<file path="config.mk">
export PLATFORM = sky130hd
export DESIGN_NAME = lcd_timing_gen
export DESIGN_NICKNAME = d
export VERILOG_FILES = /design/src/rtl/lcd_pkg.sv /design/src/rtl/lcd_pattern_gen.sv /design/src/rtl/lcd_timing_gen.sv
export SDC_FILE = /design/constraint.sdc
export NUM_CORES = 1
export LEC_CHECK = 0
export ABC_AREA = 1
export CORE_MARGIN = 8
export CORE_UTILIZATION = 43
export CTS_BUF_LIST = sky130_fd_sc_hd__clkbuf_4
export CTS_CLUSTER_DIAMETER = 50
export DETAILED_ROUTE_END_ITERATION = 8
export GPL_TIMING_DRIVEN = 0
export PLACE_DENSITY = 0.79
export SLEW_MARGIN = 20
export SYNTH_ARGS = -nofsm -noshare
export SYNTH_HDL_FRONTEND = slang
export SYNTH_SLANG_ARGS = --single-unit
</file>
<file path="constraint.sdc">
create_clock -name lcd_clk -period 1.75 [get_ports lcd_clk]
set_clock_uncertainty 0.2 [all_clocks]
set_input_delay 0.175 -clock lcd_clk [delete_from_list [all_inputs] [get_ports lcd_clk]]
set_output_delay 0.175 -clock lcd_clk [all_outputs]
set_load 0.01 [all_outputs]
</file>
<file path="src/rtl/lcd_pkg.sv">
// Shared definitions for the RGB-LCD path.
//   - rgb565_t and the eight RGB565 bar colours
//   - default 480x272 panel timing (sync, porches, active area)
//   - bar_color(): maps a bar index to its RGB565 colour
package lcd_pkg;

    typedef logic [15:0] rgb565_t;

    localparam rgb565_t WHITE   = 16'hFFFF;
    localparam rgb565_t BLACK   = 16'h0000;
    localparam rgb565_t RED     = 16'hF800;
    localparam rgb565_t GREEN   = 16'h07E0;
    localparam rgb565_t BLUE    = 16'h001F;
    localparam rgb565_t CYAN    = 16'h07FF;
    localparam rgb565_t MAGENTA = 16'hF81F;
    localparam rgb565_t YELLOW  = 16'hFFE0;

    localparam int unsigned LCD_H_SYNC  = 41;
    localparam int unsigned LCD_H_BACK  = 2;
    localparam int unsigned LCD_H_DISP  = 480;
    localparam int unsigned LCD_H_FRONT = 2;
    localparam int unsigned LCD_V_SYNC  = 10;
    localparam int unsigned LCD_V_BACK  = 2;
    localparam int unsigned LCD_V_DISP  = 272;
    localparam int unsigned LCD_V_FRONT = 2;

    // Left-to-right order of the test-pattern bars.
    typedef enum logic [2:0] {
        BarWhite,
        BarBlack,
        BarRed,
        BarGreen,
        BarBlue,
        BarCyan,
        BarMagenta,
        BarYellow
    } bar_e;

    function automatic rgb565_t bar_color(input bar_e bar);
        rgb565_t c;
        unique case (bar)
            BarWhite:   c = WHITE;
            BarBlack:   c = BLACK;
            BarRed:     c = RED;
            BarGreen:   c = GREEN;
            BarBlue:    c = BLUE;
            BarCyan:    c = CYAN;
            BarMagenta: c = MAGENTA;
            BarYellow:  c = YELLOW;
            default:    c = BLACK;
        endcase
        return c;
    endfunction

endpackage

</file>
<file path="src/rtl/lcd_pattern_gen.sv">
// Vertical colour-bar generator used in place of the pixel source.
// Only compiled when LCD_TEST_PATTERN_EN is defined.
// Ports:
//   lcd_clk     in   pixel clock
//   rst_n       in   asynchronous active-low reset
//   pixel_xpos  in   requested column (valid with data_req)
//   bar_rgb     out  RGB565 bar colour for the column requested last cycle
`ifdef LCD_TEST_PATTERN_EN
module lcd_pattern_gen
    import lcd_pkg::*;
#(
    parameter int unsigned H_DISP = LCD_H_DISP
) (
    input  logic        lcd_clk,
    input  logic        rst_n,
    input  logic [10:0] pixel_xpos,
    output logic [15:0] bar_rgb
);

    // Eight bars; guard against a degenerate zero-width bar on tiny panels.
    localparam int unsigned BAR_W = (H_DISP / 8 > 0) ? H_DISP / 8 : 1;

    logic [10:0] xpos_q;
    bar_e        bar_idx;

    // One-cycle delay lines the bar up with lcd_de, like the real pixel source.
    always_ff @(posedge lcd_clk or negedge rst_n) begin
        if (!rst_n) begin
            xpos_q <= '0;
        end else begin
            xpos_q <= pixel_xpos;
        end
    end

    // Threshold compare instead of a divider; columns past 8*BAR_W stay in the last bar.
    always_comb begin
        bar_idx = BarWhite;
        for (int i = 1; i < 8; i++) begin
            if (xpos_q >= 11'(i * BAR_W)) begin
                bar_idx = bar_e'(i[2:0]);
            end
        end
    end

    assign bar_rgb = bar_color(bar_idx);

endmodule
`endif

</file>
<file path="src/rtl/lcd_timing_gen.sv">
// RGB-LCD timing master: horizontal/vertical counters, sync, DE, pixel request.
// Build option: LCD_TEST_PATTERN_EN replaces pixel_data with 8 vertical colour bars.
// Ports:
//   lcd_clk      in   pixel clock
//   rst_n        in   asynchronous active-low reset
//   pixel_data   in   RGB565 from pixel source, registered 1 cycle after xpos/ypos
//   pixel_xpos   out  requested column, 0 when data_req=0
//   pixel_ypos   out  requested row, 0 when data_req=0
//   h_disp       out  constant H_DISP
//   v_disp       out  constant V_DISP
//   data_req     out  coordinate valid, leads lcd_de by one cycle
//   frame_start  out  one-cycle pulse at h_cnt=0, v_cnt=0
//   lcd_hs       out  horizontal sync, active-low
//   lcd_vs       out  vertical sync, active-low
//   lcd_de       out  data enable
//   lcd_rgb      out  panel pixel bus
//   lcd_bl       out  backlight enable
module lcd_timing_gen
    import lcd_pkg::*;
#(
    parameter int unsigned H_SYNC  = LCD_H_SYNC,
    parameter int unsigned H_BACK  = LCD_H_BACK,
    parameter int unsigned H_DISP  = LCD_H_DISP,
    parameter int unsigned H_FRONT = LCD_H_FRONT,
    parameter int unsigned V_SYNC  = LCD_V_SYNC,
    parameter int unsigned V_BACK  = LCD_V_BACK,
    parameter int unsigned V_DISP  = LCD_V_DISP,
    parameter int unsigned V_FRONT = LCD_V_FRONT
) (
    input  logic        lcd_clk,
    input  logic        rst_n,
    input  logic [15:0] pixel_data,
    output logic [10:0] pixel_xpos,
    output logic [10:0] pixel_ypos,
    output logic [10:0] h_disp,
    output logic [10:0] v_disp,
    output logic        data_req,
    output logic        frame_start,
    output logic        lcd_hs,
    output logic        lcd_vs,
    output logic        lcd_de,
    output logic [15:0] lcd_rgb,
    output logic        lcd_bl
);

    localparam int unsigned H_TOT = H_SYNC + H_BACK + H_DISP + H_FRONT;
    localparam int unsigned V_TOT = V_SYNC + V_BACK + V_DISP + V_FRONT;
    localparam int unsigned HS0   = H_SYNC + H_BACK;
    localparam int unsigned VS0   = V_SYNC + V_BACK;

    localparam logic [10:0] H_LAST    = 11'(H_TOT - 1);
    localparam logic [10:0] V_LAST    = 11'(V_TOT - 1);
    localparam logic [10:0] H_SYNC_W  = 11'(H_SYNC);
    localparam logic [10:0] V_SYNC_W  = 11'(V_SYNC);
    localparam logic [10:0] H_DE_BEG  = 11'(HS0);
    localparam logic [10:0] H_DE_END  = 11'(HS0 + H_DISP);
    localparam logic [10:0] H_REQ_BEG = 11'(HS0 - 1);
    localparam logic [10:0] H_REQ_END = 11'(HS0 + H_DISP - 1);
    localparam logic [10:0] V_ACT_BEG = 11'(VS0);
    localparam logic [10:0] V_ACT_END = 11'(VS0 + V_DISP);

    // Requests start one clock before DE, which must not land inside HS.
    if (H_BACK < 1) begin : g_bad_h_back
        $error("lcd_timing_gen: H_BACK must be at least 1");
    end
    if (H_TOT > 2047) begin : g_bad_h_tot
        $error("lcd_timing_gen: H_TOT must not exceed 2047");
    end
    if (V_TOT > 2047) begin : g_bad_v_tot
        $error("lcd_timing_gen: V_TOT must not exceed 2047");
    end

    logic [10:0] h_cnt_q, h_cnt_d;
    logic [10:0] v_cnt_q, v_cnt_d;
    logic        bl_q;
    logic        line_active;
    logic        de_win;
    logic        req_win;
    logic [15:0] src_rgb;

    always_comb begin
        h_cnt_d = h_cnt_q + 11'd1;
        v_cnt_d = v_cnt_q;
        if (h_cnt_q == H_LAST) begin
            h_cnt_d = '0;
            v_cnt_d = (v_cnt_q == V_LAST) ? 11'd0 : v_cnt_q + 11'd1;
        end
    end

    always_ff @(posedge lcd_clk or negedge rst_n) begin
        if (!rst_n) begin
            h_cnt_q <= '0;
            v_cnt_q <= '0;
            bl_q    <= 1'b0;
        end else begin
            h_cnt_q <= h_cnt_d;
            v_cnt_q <= v_cnt_d;
            bl_q    <= 1'b1;
        end
    end

    assign line_active = (v_cnt_q >= V_ACT_BEG) && (v_cnt_q < V_ACT_END);
    assign de_win      = line_active && (h_cnt_q >= H_DE_BEG) && (h_cnt_q < H_DE_END);
    assign req_win     = line_active && (h_cnt_q >= H_REQ_BEG) && (h_cnt_q < H_REQ_END);

    // Counters already read 0 in reset, so the decode itself is gated by rst_n
    // to hold the panel pins idle rather than emitting a frame_start / sync.
    always_comb begin
        lcd_hs      = 1'b1;
        lcd_vs      = 1'b1;
        lcd_de      = 1'b0;
        data_req    = 1'b0;
        frame_start = 1'b0;
        pixel_xpos  = '0;
        pixel_ypos  = '0;
        if (rst_n) begin
            lcd_hs      = (h_cnt_q >= H_SYNC_W);
            lcd_vs      = (v_cnt_q >= V_SYNC_W);
            lcd_de      = de_win;
            data_req    = req_win;
            frame_start = (h_cnt_q == 11'd0) && (v_cnt_q == 11'd0);
            if (req_win) begin
                pixel_xpos = h_cnt_q - H_REQ_BEG;
                pixel_ypos = v_cnt_q - V_ACT_BEG;
            end
        end
    end

`ifdef LCD_TEST_PATTERN_EN
    lcd_pattern_gen #(
        .H_DISP (H_DISP)
    ) u_pattern_gen (
        .lcd_clk    (lcd_clk),
        .rst_n      (rst_n),
        .pixel_xpos (pixel_xpos),
        .bar_rgb    (src_rgb)
    );
`else
    assign src_rgb = pixel_data;
`endif

    // Source data is already registered upstream; only the DE mux sits in front of the pins.
    assign lcd_rgb = lcd_de ? src_rgb : 16'h0000;
    assign lcd_bl  = bl_q;
    assign h_disp  = 11'(H_DISP);
    assign v_disp  = 11'(V_DISP);

endmodule

</file>
### After elaboration in Yosys (flattened, before gate mapping)

Index checks and enable logic that the tools add are counted.

* reductions and logical operators: 8
* multipliers: 0
* bitwise gates (word level): 0
* add/subtract/negate cells: 4
* $lt $le $gt $ge: 8
* mux-type cells: 12
* equal/unequal tests: 2
* divide/modulo/power cells: 0
* shifts and indexed selects: 0

Operators with widths (number)
* $mux W11: 6
* $ge A11 B6 Y1 const B: 3
* $add A11 B1 Y11 const B: 2
* $ge A11 B4 Y1 const B: 2
* $logic_not A11 Y1: 2
* $lt A11 B10 Y1 const B: 2
* $mux W16: 1
* $eq A11 B10 Y1 const B: 1
* $eq A11 B9 Y1 const B: 1
* $lt A11 B9 Y1 const B: 1
* $sub A11 B4 Y11 const B: 1
* $sub A11 B6 Y11 const B: 1
* $logic_and A1 B1 Y1: 6
* $mux W1: 5

* latch bits: 0
* output and inout bits: 66
* flip-flop bits (word level): 23
* memories: 0
* input bits: 18
* ROM bits: 0
* bits in writable memories: 0

### Logic depth before layout (Yosys ltp)

* depth in word-level cells: 6
* gate-level depth with buffers: 10
* mapped depth without buffers: 9

### Worst setup path before layout

Ideal clock, no wire load.

* path type: reg2out
* start point: reg v_cnt_q[3]
* end point: out lcd_rgb[10]
* arrival: 1.511 ns
* path slack: -0.136 ns
* cell stages (with the launch flop): 11
* cells stage by stage: dfrtp_1 > ha_1 > inv_2 > nor2_1 > nand3_1 > nor2_2 > nor2_2 > nor2_4 > nand3_4 > buf_12 > nor2_4

* word-level cells in the longest chain between the ends: 6
* elaborated cells between the ends (all ways): 7
* classes of those cells: order compare: 2; mux: 2; reduce/logical: 3

RTL lines
* start: declaration: RTL line lcd_timing_gen.sv:74 `logic [10:0] v_cnt_q, v_cnt_d;`
* start signal: assignment: RTL line lcd_timing_gen.sv:97 `v_cnt_q <= v_cnt_d;`
* $ge A11 B4 Y1 or $lt A11 B9 Y1 (tied branches): RTL line lcd_timing_gen.sv:102 `assign line_active = (v_cnt_q >= V_ACT_BEG) && (v_cnt_q < V_ACT_END);`
* $logic_and A1 B1 Y1 (*): RTL line lcd_timing_gen.sv:102
* $logic_and A1 B1 Y1 (*) (2 in a row): RTL line lcd_timing_gen.sv:103 `assign de_win = line_active && (h_cnt_q >= H_DE_BEG) && (h_cnt_q < H_DE_END);`
* $mux W1 (*): RTL line lcd_timing_gen.sv:116 `if (rst_n) begin`
* $mux W16 (*): RTL line lcd_timing_gen.sv:143 `assign lcd_rgb = lcd_de ? src_rgb : 16'h0000;`
* end: declaration: RTL line lcd_timing_gen.sv:42 `output logic [15:0] lcd_rgb,`

Mark *: on every way between the ends. The rest lies on a longest branch, timed or not.

### Worst setup path in the final report

* start point: reg v_cnt_q[2]
* end point: out lcd_rgb[5]

Same word-level chain as after synthesis.

==> flow_metrics.py <==
metrics = {
    "die": {
        "dieHeight_um": 93.16,
        "die_area_um2": 8679,
        "rows": 28,
        "core_area_um2": 5851,
        "die_w_um": 93.16,
        "io_pins": 84,
        "start_util_pct": 43.76,
    },
    "cells_and_area": {
        "seq_area_um2": 595.6,
        "multi_input_area_um2": 2048,
        "area_growth_pct": 72.39,
        "post_route_cells_drive_above_1_share_pct": 55.86,
        "fillCellCount": 369,
        "fin_nets": 534,
        "mostFrequentLayoutCell": "buf_4",
        "diodes": 0,
        "final_cell_mix": "55 x buf_4, 52 x buf_6, 43 x nand2_1",
        "final_util_pct": 75.43,
    },
    "drt": {
        "routed_wl_um": 9702,
        "vias_per_cell": 5.282,
        "drc": 0,
        "vias": 3053,
        "post_drt_wl_per_cell_um": 16.79,
        "drtPass1Iterations": 5,
        "drt-initial-drc-count": 306,
        "ant_nets": 0,
    },
    "status": {
        "status": "finished with violations",
        "violations": "negative setup slack",
    },
    "setup_path": {
        "start_kind": "flop",
        "critPathSlowestCell": "dfrtp_1",
        "crit_chain": "ha_4, inv_2, nor2_1, nand3_1, nor2_4, nor2_4, nor2_4, buf_6, nand3_4, buf_12, nor2_1, buf_2",
        "crit_fanout": 7,
        "crit_top_cell": "nor2_4",
        "cp.arrival_ns": 2.12,
        "crit_path_end_kind": "primary output",
        "cp.required_ns": 1.37,
        "critPathMaxStageDelay_ns": 0.42,
        "crit_type": "flop to primary output",
    },
    "sta": {
        "fmax_mhz": 401.0,
        "min_period_ns": 2.494,
        "hold-worst-slack_ns": 0.3971,
        "drv_slew": 0,
        "finalCritPeriodShare_pct": 142.5,
        "finalHoldViolCount": 0,
        "setup_violations": 55,
        "rsz0062_at_grt": "yes",
        "slew_headroom_pct": 63.42,
        "setup-tns-final_ns": -28.87,
        "worst_pin_slew_ns": 0.5486,
        "timing.final.ws_setup_ns": -0.7441,
    },
    "power_and_ir_drop": {
        "p_total_mw": 0.9487,
        "p_leak_nw": 2.119,
        "irDropWorstVdd_mv": 0.4452,
        "power_density_nw_per_um2": 215.0,
    },
    "global_routing": {
        "grt_pass1_vias": 2673,
        "antenna_found_initial": 0,
        "grt_first_pass_wirelength_um": 13030,
        "grt.total_usage_pct": 18.43,
        "gr-total-overflow": 0,
        "grt_max_degree": 24,
    },
    "clocking": {
        "h-tree-depth": 1,
        "cts_made_buffers": 3,
        "cts.sinks": 23,
        "insertion_delay_ns": 0.32,
        "clk_path_buf_depth": 2,
        "cts_tree": "built",
        "cts_root_buf": "clkbuf_4",
        "clk_pin_slew_ns": 0.14,
    },
    "logic_synthesis": {
        "netlist-cell-type-count": 30,
        "synth.top_cell.area_share_pct": 22.48,
        "netlist_area_um2": 2560,
        "avgSynthCellArea_um2": 7.014,
        "synth_top_cell_by_area": "dfrtp_1",
        "synth_area_leaders": "dfrtp_1 22%, xor2_1 7.5%, nor2_1 7.5%",
        "synth_seq_cells": 23,
        "yosys_warnings": 0,
        "ys_seq_area_share_pct": 22.48,
        "netlist_instances": 365,
    },
    "placed_design": {
        "io_buffers": 61,
        "place_ws_ns": -0.8758,
        "gp_congestion": 0.9322,
        "dp_hpwl_um": 5389,
    },
    "worst_hold_path": {
        "hold_path_class": "flop to flop",
    },
    "job": {
        "drv_cap": 0,
    },
}
where the power goes:
group	leakage (nW)	switching, mW	internal [mW]
Combinational	1.82	0.0681	0.0735
Clock	0.0184	0.170	0.105
Sequential	0.282	0.000228	0.532
Total	2.12	0.238	0.711
synthesized netlist by cell type:
library cell   n
a21oi_1        7
buf_12         1
buf_2          4
buf_4         24
buf_6          4
clkinv_2       1
conb_1         2
dfrtp_1       23
ha_1          12
inv_1         48
inv_2         10
inv_4          1
nand2_1       48
nand2_2        3
nand3_1       25
nand3_2        1
nand3_4        2
nand3b_1       2
nand4_1        9
nor2_1        51
nor2_2        25
nor2_4        13
nor3_1         4
nor3_4         2
nor3b_1        1
nor4_1         2
o2111ai_1      1
o21ai_0       16
xnor2_1        1
xor2_1        22
worst paths after layout:
kind	from	to	slack (ns)	cells after the start
hold / removal	h_cnt_q[10]	h_cnt_q[10]	0.40	2
setup reg to reg	h_cnt_q[4]	v_cnt_q[5]	-0.10	8
setup / recovery	v_cnt_q[2]	lcd_rgb[5]	-0.74	12
hold reg to reg	h_cnt_q[10]	h_cnt_q[10]	0.40	2
max in group asynchronous	rst_n	h_cnt_q[8]	0.53	3
min in group asynchronous	rst_n	v_cnt_q[1]	0.41	3
repair_timing:
| item | in CTS | in global routing |
|---|---|---|
| gates resized for setup | 270 | 115 |
| endpoints found under the setup margin | 61 | 62 |
| cloned | 3 | 1 |
| hold buffers | 1 | 1 |
| setup buffers | 30 | 21 |
| endpoints found under the hold margin | 23 | 23 |
| pin swaps | 16 | 21 |
final cells by class:
cell class	count	area share (%)
multi-input combinational	270	46.41
buffer	32	6.805
clock buffer	4	0.6805
inverter	60	5.642
tap	75	2.126
timing repair buffer	114	24.84
sequential	23	13.50
logic make-up (layout without fill, tap and decap cells):
family | Yosys count | after routing | synth area share [%]
buf+inv | 93 | 210 | 19.31
simple gates | 188 | 188 | 39.34
flops | 23 | 23 | 22.48
compound gates | 24 | 24 | 4.839
other cells | 2 | 23 | 0.2934
fa+ha+maj | 12 | 12 | 5.865
xor+xnor | 23 | 23 | 7.869
state kept, by name (all words and copies together), names as in the netlist:
name     count
h_cnt_q     11
lcd_bl       1
v_cnt_q     11
critical path, delay by kind of cell, from the launching register on:
kind          cells  cell delay (ns)
fa+ha+maj         1             0.17
buf+inv           4             0.48
flops             1             0.42
simple gates      7             0.73
metrics by stage:
step,instances,instance area (um^2)
floorplan,386,2686
finish,578,4413
CTS,560,3815
global route,578,4413
detailed placement,522,3386
global placement,522,3391
per-layer routing:
metal / wire length (um) / vias up / track usage (%)
met1: 3813 / 1428 / 22.41
met4: 382 / 0 / 6.577
li1: - / 1362 / -
met5: 0 / - / 0
met2: 4599 / 221 / 31.66
met3: 906 / 42 / 3.365
No activity file was read; power rests on OpenSTA's default activity.
